File: config.mk
export PLATFORM = sky130hd
export DESIGN_NAME = max_result_queue
export DESIGN_NICKNAME = d
export VERILOG_FILES = /design/src/rtl/maxq_pkg.sv /design/src/rtl/maxq_storage.sv /design/src/rtl/max_result_queue.sv
export SDC_FILE = /design/constraint.sdc
export NUM_CORES = 1
export LEC_CHECK = 0
export CORE_MARGIN = 2
export CORE_UTILIZATION = 55
export DETAILED_ROUTE_END_ITERATION = 16
export PLACE_DENSITY = 0.95
export SYNTH_ARGS = -nofsm -noshare
export SYNTH_HDL_FRONTEND = slang
export SYNTH_SLANG_ARGS = --single-unit
File: constraint.sdc
create_clock -name clk -period 2.65 [get_ports clk]
set_input_delay 0.265 -clock clk [delete_from_list [all_inputs] [get_ports clk]]
set_output_delay 0.265 -clock clk [all_outputs]
set_load 0.05 [all_outputs]
File: src/rtl/maxq_pkg.sv
// maxq_pkg: shared constants and types for the find-max result queue.
//   MAXQ_DATA_W  : default result width (matches the find-max datapath)
//   SEQ_CNT_W    : width of the completed-sequence statistics counter
//   maxq_state_t : occupancy state of the result FIFO
package maxq_pkg;

    localparam int unsigned MAXQ_DATA_W = 8;
    localparam int unsigned SEQ_CNT_W   = 16;

    typedef enum logic [1:0] {
        EMPTY   = 2'd0,
        PARTIAL = 2'd1,
        FULL    = 2'd2
    } maxq_state_t;

endpackage

File: src/rtl/maxq_storage.sv
// maxq_storage: DEPTH x DATA_W register array backing the result FIFO.
// Ports:
//   clk, rst : rising-edge clock, asynchronous active-high reset (clears all entries)
//   we       : write enable
//   waddr    : write address
//   wdata    : write data
//   raddr    : read address (combinational read)
//   rdata    : read data
module maxq_storage #(
    parameter int unsigned DATA_W = 8,
    parameter int unsigned DEPTH  = 4,
    parameter int unsigned AW     = $clog2(DEPTH)
) (
    input  logic              clk,
    input  logic              rst,
    input  logic              we,
    input  logic [AW-1:0]     waddr,
    input  logic [DATA_W-1:0] wdata,
    input  logic [AW-1:0]     raddr,
    output logic [DATA_W-1:0] rdata
);

    logic [DATA_W-1:0] mem [DEPTH];

    always_ff @(posedge clk or posedge rst) begin
        if (rst) begin
            for (int unsigned i = 0; i < DEPTH; i++) begin
                mem[i] <= '0;
            end
        end else if (we) begin
            mem[waddr] <= wdata;
        end
    end

    assign rdata = mem[raddr];

endmodule

File: src/rtl/max_result_queue.sv
// max_result_queue: captures maxValue on each done pulse from the find-max
// FSM-D and queues results in a small FIFO drained through valid/ready.
// Optional statistics are enabled by defining MAXQ_STATS_EN.
// Ports:
//   clk, rst  : rising-edge clock, asynchronous active-high reset
//   done_in   : one-cycle completion pulse; max_in sampled in that cycle
//   max_in    : result value to queue
//   out_valid : head entry available
//   out_ready : consumer accepts the head entry
//   out_data  : head entry (0 when empty)
//   count     : current occupancy (0..DEPTH)
//   full      : count == DEPTH
//   overflow  : sticky, set when a result is dropped while full
//   clr_ovf   : synchronous clear of overflow (a same-cycle drop wins)
//   seq_count : completed sequences, saturating (0 without MAXQ_STATS_EN)
//   peak_max  : largest max_in seen (0 without MAXQ_STATS_EN)
module max_result_queue
    import maxq_pkg::*;
#(
    parameter int unsigned DATA_W = MAXQ_DATA_W,
    parameter int unsigned DEPTH  = 4
) (
    input  logic                     clk,
    input  logic                     rst,
    input  logic                     done_in,
    input  logic [DATA_W-1:0]        max_in,
    output logic                     out_valid,
    input  logic                     out_ready,
    output logic [DATA_W-1:0]        out_data,
    output logic [$clog2(DEPTH):0]   count,
    output logic                     full,
    output logic                     overflow,
    input  logic                     clr_ovf,
    output logic [SEQ_CNT_W-1:0]     seq_count,
    output logic [DATA_W-1:0]        peak_max
);

    localparam int unsigned AW = $clog2(DEPTH);
    localparam int unsigned CW = AW + 1;
    localparam logic [CW-1:0] CNT_ONE  = CW'(1);
    localparam logic [CW-1:0] CNT_LAST = CW'(DEPTH - 1);

    maxq_state_t       state_q, state_d;
    logic [CW-1:0]     count_q, count_d;
    logic [AW-1:0]     wptr_q, rptr_q;
    logic              ovf_q;
    logic              push, pop, drop;
    logic [DATA_W-1:0] head;

    assign out_valid = (state_q != EMPTY);
    assign full      = (state_q == FULL);
    assign pop       = out_valid & out_ready;
    // A pop in the same cycle frees the slot a full queue would otherwise lack.
    assign push      = done_in & (~full | pop);
    assign drop      = done_in & full & ~pop;

    always_comb begin
        state_d = state_q;
        count_d = count_q;
        if (push && !pop) begin
            count_d = count_q + CNT_ONE;
        end else if (pop && !push) begin
            count_d = count_q - CNT_ONE;
        end
        case (state_q)
            EMPTY: begin
                if (push) state_d = PARTIAL;
            end
            PARTIAL: begin
                if (push && !pop && count_q == CNT_LAST) begin
                    state_d = FULL;
                end else if (pop && !push && count_q == CNT_ONE) begin
                    state_d = EMPTY;
                end
            end
            FULL: begin
                if (pop && !push) state_d = PARTIAL;
            end
            default: state_d = EMPTY;
        endcase
    end

    always_ff @(posedge clk or posedge rst) begin
        if (rst) begin
            state_q <= EMPTY;
            count_q <= '0;
            wptr_q  <= '0;
            rptr_q  <= '0;
            ovf_q   <= 1'b0;
        end else begin
            state_q <= state_d;
            count_q <= count_d;
            // Pointers wrap naturally since DEPTH is a power of two.
            if (push) wptr_q <= wptr_q + AW'(1);
            if (pop)  rptr_q <= rptr_q + AW'(1);
            if (drop) begin
                ovf_q <= 1'b1;
            end else if (clr_ovf) begin
                ovf_q <= 1'b0;
            end
        end
    end

    maxq_storage #(
        .DATA_W (DATA_W),
        .DEPTH  (DEPTH)
    ) u_storage (
        .clk   (clk),
        .rst   (rst),
        .we    (push),
        .waddr (wptr_q),
        .wdata (max_in),
        .raddr (rptr_q),
        .rdata (head)
    );

    // Popped slots keep stale data, so the head is masked when empty.
    assign out_data = out_valid ? head : '0;
    assign count    = count_q;
    assign overflow = ovf_q;

`ifdef MAXQ_STATS_EN
    logic [SEQ_CNT_W-1:0] seq_q;
    logic [DATA_W-1:0]    peak_q;

    // Dropped results still count as completed sequences.
    always_ff @(posedge clk or posedge rst) begin
        if (rst) begin
            seq_q  <= '0;
            peak_q <= '0;
        end else if (done_in) begin
            if (seq_q != '1) seq_q <= seq_q + SEQ_CNT_W'(1);
            if (max_in > peak_q) peak_q <= max_in;
        end
    end

    assign seq_count = seq_q;
    assign peak_max  = peak_q;
`else
    assign seq_count = '0;
    assign peak_max  = '0;
`endif

endmodule
-- Word-level counts from Yosys, hierarchy flattened
Cells that the tools add are included.
- add/sub/neg operators: 4
- magnitude comparators: 3
- equal/unequal tests: 7
- muxes and demuxes: 16
- bitwise logic cells: 9
- reductions and logical operators: 12
- operator list (kind ; number):
    32-bit bitwise mux ; 1
    8-bit 2-to-1 mux ; 4
    8-bit binary-select mux with 2-bit select ; 1
    8-bit demux with 2-bit select ; 1
    2-bit 2-to-1 mux ; 4
    3-bit >= comparator, second input constant ; 2
    3-bit 2-to-1 mux ; 2
    2-bit inverter with 3-bit output ; 2
    2-bit one-hot mux with 3 select lines ; 1
    2-bit nonzero test ; 3
    1-bit logical AND ; 5
    2-bit by 1-bit adder with 2-bit output, second input constant ; 2
    1-bit bitwise AND ; 4
    3-bit by 1-bit adder with 3-bit output, second input constant ; 1
    3-bit by 1-bit equality test with 1-bit output, second input constant ; 1
    3-bit by 2-bit equality test with 1-bit output, second input constant ; 1
    3-bit by 1-bit less-than comparator with 1-bit output, second input constant ; 1
    3-bit inequality test, second input constant ; 1
    3-bit AND reduction ; 1
    3-bit by 1-bit subtractor with 3-bit output, second input constant ; 1
    2-bit by 1-bit equality test with 1-bit output, second input constant ; 1
    2-bit equality test, second input constant ; 1
    1-bit zero test ; 2
    2-bit zero test ; 1
    5 further kinds ; 7
- flip-flop bits (word level): 42
- input port bits: 13
- output and inout port bits: 38
- word-level logic and storage cells: 60

-- Longest topological paths before layout
Gate-level depths: netlist of the first run.
- word-level depth: 10
- depth in mapped cells: 8
- gate-level depth less buffers: 7

-- Cells and area by module
A second synthesis of the first run with hierarchy kept.
- cells, all modules: 164
- area, all modules: 2198.4 um^2
- by module, submodules not included (module ; instances ; cells an instance ; area each (um^2) ; sequential area each (um^2)):
    maxq_storage ; 1 ; 79 ; 1405.1 ; 800.8
    max_result_queue ; 1 ; 85 ; 793.3 ; 250.2

-- Worst setup path after synthesis of the first run
OpenSTA, ideal clock, no wires.
- kind: register to output
- start: register state_q[0]
- end: output port out_data[0]
- arrival: 2.130 ns
- data required time: 2.385 ns
- setup slack: 0.255 ns
- stages on the path, launching flop included: 5
- path buffers: 1
- path through: dfrtp_1 > or2_2 > clkbuf_1 > nand2_1 > o22ai_1
- cells in the longest elaborated chain, start to end: 2
- RTL lines (item ; line ; RTL):
    from (decl) ; max_result_queue.sv:43 ; maxq_state_t state_q, state_d;
    from (signal assigned) ; max_result_queue.sv:91 ; state_q <= state_d;
    2-bit nonzero test ; max_result_queue.sv:50 ; assign out_valid = (state_q != EMPTY);
    net out_valid ; max_result_queue.sv:27 ; output logic out_valid,
    8-bit 2-to-1 mux ; max_result_queue.sv:118 ; assign out_data = out_valid ? head : '0;
    to (decl) ; max_result_queue.sv:29 ; output logic [DATA_W-1:0] out_data,
The timed path passes the listed nets, and every way through them passes these cells.

-- Worst setup path after layout of the first run
- start: register state_q[1]
- end: output port out_data[0]
- cells in the longest elaborated chain, start to end: 2
- RTL lines (item ; line):
    2-bit nonzero test ; max_result_queue.sv:50
    8-bit 2-to-1 mux ; max_result_queue.sv:118
No other way between the ends.

==> metrics.txt, run 1 <==
final setup violation count 0; net count reported at finish 236; Site Rows 23; internal power of the cells 2.20 mW; overall overflow remaining after global route 0; overall routed net length 4340 um; startpoint types register; setup clock skew after layout 2.78 ps; final-layout setup total negative slack 0 ps; antenna diode count 0; worst setup timing slack at the placement stage 547 ps; via/cell ratio 5.07; power density over the cells 1420 mW/mm^2; Final Cycle Share 0.859; num ports 51; share of final-layout standard cells stronger than drive strength 1 0.262; starting density of the core 0.585; violation count after the first detailed-routing iteration 40; Final Hold Vio Count 0; critical path capture point type output port; CTS root buf clkbuf_8; setup slack on the worst flop-to-flop path 810 ps; number of antenna violations at the first check in global routing 0; Residual DRC 0; maximum capacitance violations 0; wire length of the first global-routing pass 7130 um; async set-reset flop share out of synthesis 1.00; DPL Wire Length 3060 um; pin count of the biggest net entering global routing 43; Final GP Congestion 0.747; ordered cell list for the critical path or2_2 -> nand2_1 -> o22ai_1 -> clkdlybuf4s50_1; CP bufs+invs 1; area overhead of the layout relative to synthesis 11.9%; clock network latency to the later pin of the worst-skew pair 290 ps; pin slew with the least headroom to its limit 523 ps; area occupied by multi-input gates 0.00114 sq mm; CTS H-tree depth 2; switching power 1.60 mW; Routed WL per cell 16.4 um; setup repair after global routing missed its margin no; mean post-synth cell area 12.9 sq um; Max Buffers Root-to-Sink 2; Yosys top cell area share 0.440; synth top area cells dfrtp_1 (44%), mux2_4 (20%), buf_4 (7.5%); reg2reg end count[2]; Crit path max-delay family buffers and inverters; count of flip-flops with a built-in enable after synthesis 0; peak clock frequency supported by timing 439 MHz; kind of path behind the tightest hold check in2async; biggest fanout along the worst timing path 5; Inserted Clock Buffers 5; cell with the largest stage delay on the worst path clkdlybuf4s50_1; Overall Power 3.80 mW; clock network power share 0.129; clock tree from TritonCTS done; Crit Path Class reg2out; post-route worst setup slack 374 ps; final critical delay including setup and external delays 2280 ps; Post-CTS Setup Repair Bufs 0; data required time of the worst path 2380 ps; total non-filler cell area in the finished layout 0.00267 sq mm; Die X 69.9 um; switching share of total power 0.421; biggest cell delay along the critical path 710 ps; Leak 1.30 nW; clock transition at the register clock pins on the worst setup and hold paths after CTS 70 ps; number of global-route vias before repair 1425; portion of total power attributed to sequential cells 0.317; cells on worst reg2reg path 7; result of the run finished, final reports clean; Post-Synthesis Cells 185; total of cells resized after clock tree synthesis 0; most instantiated library cell after synthesis dfrtp_1; largest area contributor in the synthesized netlist dfrtp_1; all-layer global routing usage 0.190; vertical extent of the die 69.9 um; Seq. cell area 0.00105 sq mm; cts hold-fix bufs 0; remaining antenna violation count after routing 0; dominant synthesized flop cell dfrtp_1; total of flip-flops plus latches after synthesis 42; Combinational Power Share 0.554; TritonCTS sink count 42; core area 0.00409 sq mm; cell area reported after detailed placement 0.00257 sq mm; count of cell types in the netlist 26; IR Drop Worst-Case VDD 0.733 mV; count of pins over their slew limit 0; # fillers 314; WP data arrival 2010 ps; die area 0.00489 sq mm; max_slew headroom 0.651; First-pass DRT Iterations 4; sequential-to-total area share from yosys stat 0.440; cell area after technology mapping 0.00239 sq mm; origin of the critical flop-to-flop path state_q[0]; total of warnings raised by yosys 0; most frequent cells after synthesis dfrtp_1 (42), mux2_4 (32), buf_4 (24); overall via count from detail_route 1339; Port Buf Inserts 26
[power groups by stage]
| stage | clock network (mW) | registers [mW] | logic, mW |
|---|---|---|---|
| 6_report | 0.488 | 1.20 | 2.10 |
| 2_1_floorplan | 0 | 1.19 | 1.64 |
| 4_1_cts | 0.495 | 1.20 | 2.12 |
| 3_5_place_dp | 0 | 1.20 | 2.12 |
| 3_3_place_gp | 0 | 1.18 | 2.06 |
| 5_1_grt | 0.529 | 1.24 | 2.25 |
[per-layer routing]
metal | global-route usage | share of wire
met1 | 0.242 | 0.46
met2 | 0.320 | 0.49
met3 | 0.0592 | 0.041
met4 | 0.0385 | 0.0060
met5 | 0 | 0
[cell families after synthesis]
family                   count (synthesis)  synth area share
XOR/XNOR                                 5            0.0183
adder cells (fa/ha/maj)                 10            0.0524
flip-flops                              42             0.440
multiplexers                            50             0.277
other                                    1           0.00157
AND/OR/NAND/NOR                         18            0.0503
AO/OA/AOI/OAI                           16            0.0414
buffers and inverters                   43             0.119
[state kept, by name, indices dropped and copies added (netlist names)]
register,count
overflow,1
count,3
rptr_q,2
u_storage.mem,32
wptr_q,2
state_q,2
[worst min-delay path, delay by kind of cell]
kind	cells	cell delay (ps)
buf+inv	3	880
[worst max-delay path by stage]
stage                from     endpoint  slack, ps  cells past startpoint
6_report       state_q[1]  out_data[0]        370                      4
2_1_floorplan  state_q[0]  out_data[0]        250                      4
4_1_cts        state_q[1]  out_data[0]        390                      4
5_1_grt        state_q[0]  out_data[0]        300                      4
3_5_place_dp    out_ready     count[2]        550                      8
3_3_place_gp    out_ready     count[2]        580                      8
[stage by stage]
step,utilization,instances,hold WS [ps]
after floorplan,-,208,364
after global placement,0.628,256,480
after detailed placement,0.628,256,484
after CTS,0.654,264,429
after global routing,0.654,264,483
final,0.654,264,402
[layout make-up]
cell class | instances | share of cell area
tap | 50 | 0.0234
multi-input combinational | 123 | 0.426
clock buffer | 7 | 0.0285
timing repair buffer | 30 | 0.102
inverter | 11 | 0.0154
sequential | 42 | 0.393
clock inverter | 1 | 0.0112
[placed cells by master (no fill, tap or decap), types with 2 or more instances in the layout]
| master | instances |
|---|---|
| ha_1 | 10 |
| clkbuf_8 | 5 |
| nand2_1 | 7 |
| buf_4 | 11 |
| a21oi_1 | 2 |
| mux2_4 | 32 |
| nand2b_1 | 2 |
| o22ai_1 | 10 |
| clkbuf_1 | 2 |
| dfrtp_1 | 42 |
| and3_4 | 4 |
| xnor2_1 | 4 |
| inv_1 | 11 |
| clkdlybuf4s50_1 | 19 |
| o21ai_0 | 2 |
| mux2i_1 | 17 |
| conb_1 | 24 |
(Power assumes the default switching activity.)
==> run 2: changes to the inputs <==
--- a/config.mk
+++ b/config.mk
@@ -6,8 +6,7 @@
 export NUM_CORES = 1
 export LEC_CHECK = 0
-export CORE_MARGIN = 2
-export CORE_UTILIZATION = 55
+export CORE_UTILIZATION = 28
 export DETAILED_ROUTE_END_ITERATION = 16
-export PLACE_DENSITY = 0.95
+export PLACE_DENSITY = 0.59
 export SYNTH_ARGS = -nofsm -noshare
 export SYNTH_HDL_FRONTEND = slang
==> constraint.sdc (replaced) <==
create_clock -name clk -period 2.65 [get_ports clk]
set_input_delay 0.53 -clock clk [delete_from_list [all_inputs] [get_ports clk]]
set_output_delay 0.53 -clock clk [all_outputs]
set_load 0.05 [all_outputs]
==> metrics.txt, run 2 (synthesized netlist as in run 1, its figures left out) <==
maximum capacitance violations 0 (unchanged); max_slew headroom 0.640 (-0.0107); Port Buf Inserts 26 (unchanged); instance count along the most critical hold path 1; Post-CTS Setup Repair Bufs 0 (unchanged); switching power 1.64 mW (+2.7%); area overhead of the layout relative to synthesis 17.8%; kind of path behind the tightest hold check reg2reg; wire length of the first global-routing pass 6520 um (-8.5%); CTS root buf clkbuf_8; final setup violation count 0 (unchanged); Residual DRC 0 (unchanged); reg2reg end count[2]; Cells after DPL 309 (+21%); DPL Wire Length 2840 um (-7.1%); Routed WL per cell 13.1 um (-20%); overall overflow remaining after global route 0 (unchanged); share of final-layout standard cells stronger than drive strength 1 0.269 (+0.00719); First-pass DRT Iterations 3 (-1); switching share of total power 0.409 (-0.0119); Leak 1.32 nW (+1.4%); worst setup timing slack at the placement stage 255 ps (-293 ps); Final Hold Vio Count 0 (unchanged); violation count after the first detailed-routing iteration 42 (+5.0%); non-filler cells, final 317 (+20%); end point of the worst hold path rptr_q[1]; biggest cell delay along the critical path 420 ps (-290 ps); total of cells resized after clock tree synthesis 0 (unchanged); count of pins over their slew limit 0 (unchanged); number of antenna violations at the first check in global routing 0 (unchanged); all-layer global routing usage 0.101 (-0.0887); Max Buffers Root-to-Sink 2 (unchanged); post-route worst setup slack 300 ps (-73.4 ps); Die X 94.4 um (+35%); core utilization of the finished layout 0.342 (-0.312); final critical delay including setup and external delays 2350 ps (+73.4 ps); most common library cell in the layout ignoring fill and taps dfrtp_1; setup repair after global routing missed its margin no; Crit path max-delay family simple AND/OR/NAND/NOR gates; portion of total power attributed to sequential cells 0.291 (-0.026); result of the run finished, final reports clean; IR Drop Worst-Case VDD 0.578 mV (-21%); Combinational Power Share 0.601 (+0.047); min-delay src rptr_q[1]; setup clock skew after layout 6.39 ps (+3.60 ps); number of global-route vias before repair 1289 (-9.5%); CP bufs+invs 1 (unchanged); Crit Path Class reg2out; vertical extent of the die 94.4 um (+35%); data required time of the worst path 2120 ps (-260 ps); cell with the largest stage delay on the worst path dfrtp_1; remaining antenna violation count after routing 0 (unchanged); critical path capture point type output port; WP data arrival 1820 ps (-190 ps); internal power of the cells 2.37 mW (+7.9%); peak clock frequency supported by timing 426 MHz (-3.1%); commonest non-fill, non-tap cells in the layout dfrtp_1 (42), mux2_4 (32), conb_1 (24); power density over the cells 1430 mW/mm^2 (+0.44%); pin slew with the least headroom to its limit 539 ps (+16.0 ps); CTS H-tree depth 2 (unchanged); cells on worst reg2reg path 7 (unchanged); Final GP Congestion 0.728 (-2.6%); register containing the most flip-flops in the final layout u_storage.mem; origin of the critical flop-to-flop path state_q[0]; cell area reported after detailed placement 0.00272 sq mm (+5.9%); via/cell ratio 4.06 (-20%); clock network power share 0.108 (-0.021); Inserted Clock Buffers 5 (unchanged); antenna diode count 0 (unchanged); biggest fanout along the worst timing path 8 (+3); total non-filler cell area in the finished layout 0.00281 sq mm (+5.2%); clock network latency to the later pin of the worst-skew pair 300 ps (about the same); core area 0.00822 sq mm (+100%); startpoint types register; clock transition at the register clock pins on the worst setup and hold paths after CTS 80 ps (about the same); pin count of the biggest net entering global routing 43 (unchanged); num ports 51 (unchanged); ordered cell list for the critical path or2_2 -> nand2_1 -> o22ai_1 -> buf_12; Final Cycle Share 0.887 (+0.0277); number of flip-flops in the largest register 32 (unchanged); clock tree from TritonCTS done; setup slack on the worst flop-to-flop path 810 ps (about the same); overall routed net length 4170 um (-4.0%); TritonCTS sink count 42 (unchanged); die area 0.00890 sq mm (+82%); net count reported at finish 234 (-0.85%); starting density of the core 0.291 (-0.294); Site Rows 33 (+43%); overall via count from detail_route 1288 (-3.8%); cts hold-fix bufs 0 (unchanged)
[run 2: cell count changes in the layout (fill, tap and decap cells not counted)]
cell	delta
bufinv_16	-1
clkinv_2	+1
clkbuf_1	-2
buf_12	+8
buf_4	-9
clkinvlp_4	+1
clkdlybuf4s50_1	-1
clkbuf_8	+1
[run 2: how the worst max path moves through the flow]
stage	from	end	slack, ps	cells after the start
after floorplan	state_q[0]	out_data[0]	-10	4
final	state_q[1]	out_data[6]	300	4
after global placement	out_ready	count[2]	290	8
after detailed placement	out_ready	count[2]	250	8
after global routing	state_q[1]	out_data[6]	190	4
after CTS	state_q[1]	out_data[6]	290	4
[run 2: per-stage QoR]
stage | total power, mW | hold WS (ps) | TNS, ps
floorplan | 2.84 | 458 | -79.7
global placement | 3.57 | 475 | 0
detailed placement | 3.60 | 486 | 0
CTS | 4.06 | 498 | 0
global route | 4.24 | 514 | 0
finish | 4.01 | 492 | 0
[run 2: final cells by class]
class,count,area [sq um]
multi-input combinational,123,1140
fill,830,5400
clock inverter,2,12.5
inverter,11,41.3
sequential,42,1050
clock buffer,6,82.6
tap,105,131
timing repair buffer,28,355
[run 2: power by group through the flow]
stage | logic, mW | clock network [mW] | registers [mW]
floorplan | 1.64 | 0 | 1.19
global route | 2.55 | 0.484 | 1.21
finish | 2.41 | 0.435 | 1.17
detailed placement | 2.43 | 0 | 1.17
CTS | 2.43 | 0.453 | 1.17
global placement | 2.40 | 0 | 1.17
[run 2: routing by layer]
metal  vias to the layer above  GRT usage  wire, um
li1                        630          -         -
met1                       618      0.135      2070
met2                        34      0.149      1800
met3                         6     0.0411       243
met4                         0     0.0308        49
met5                         -          0         0
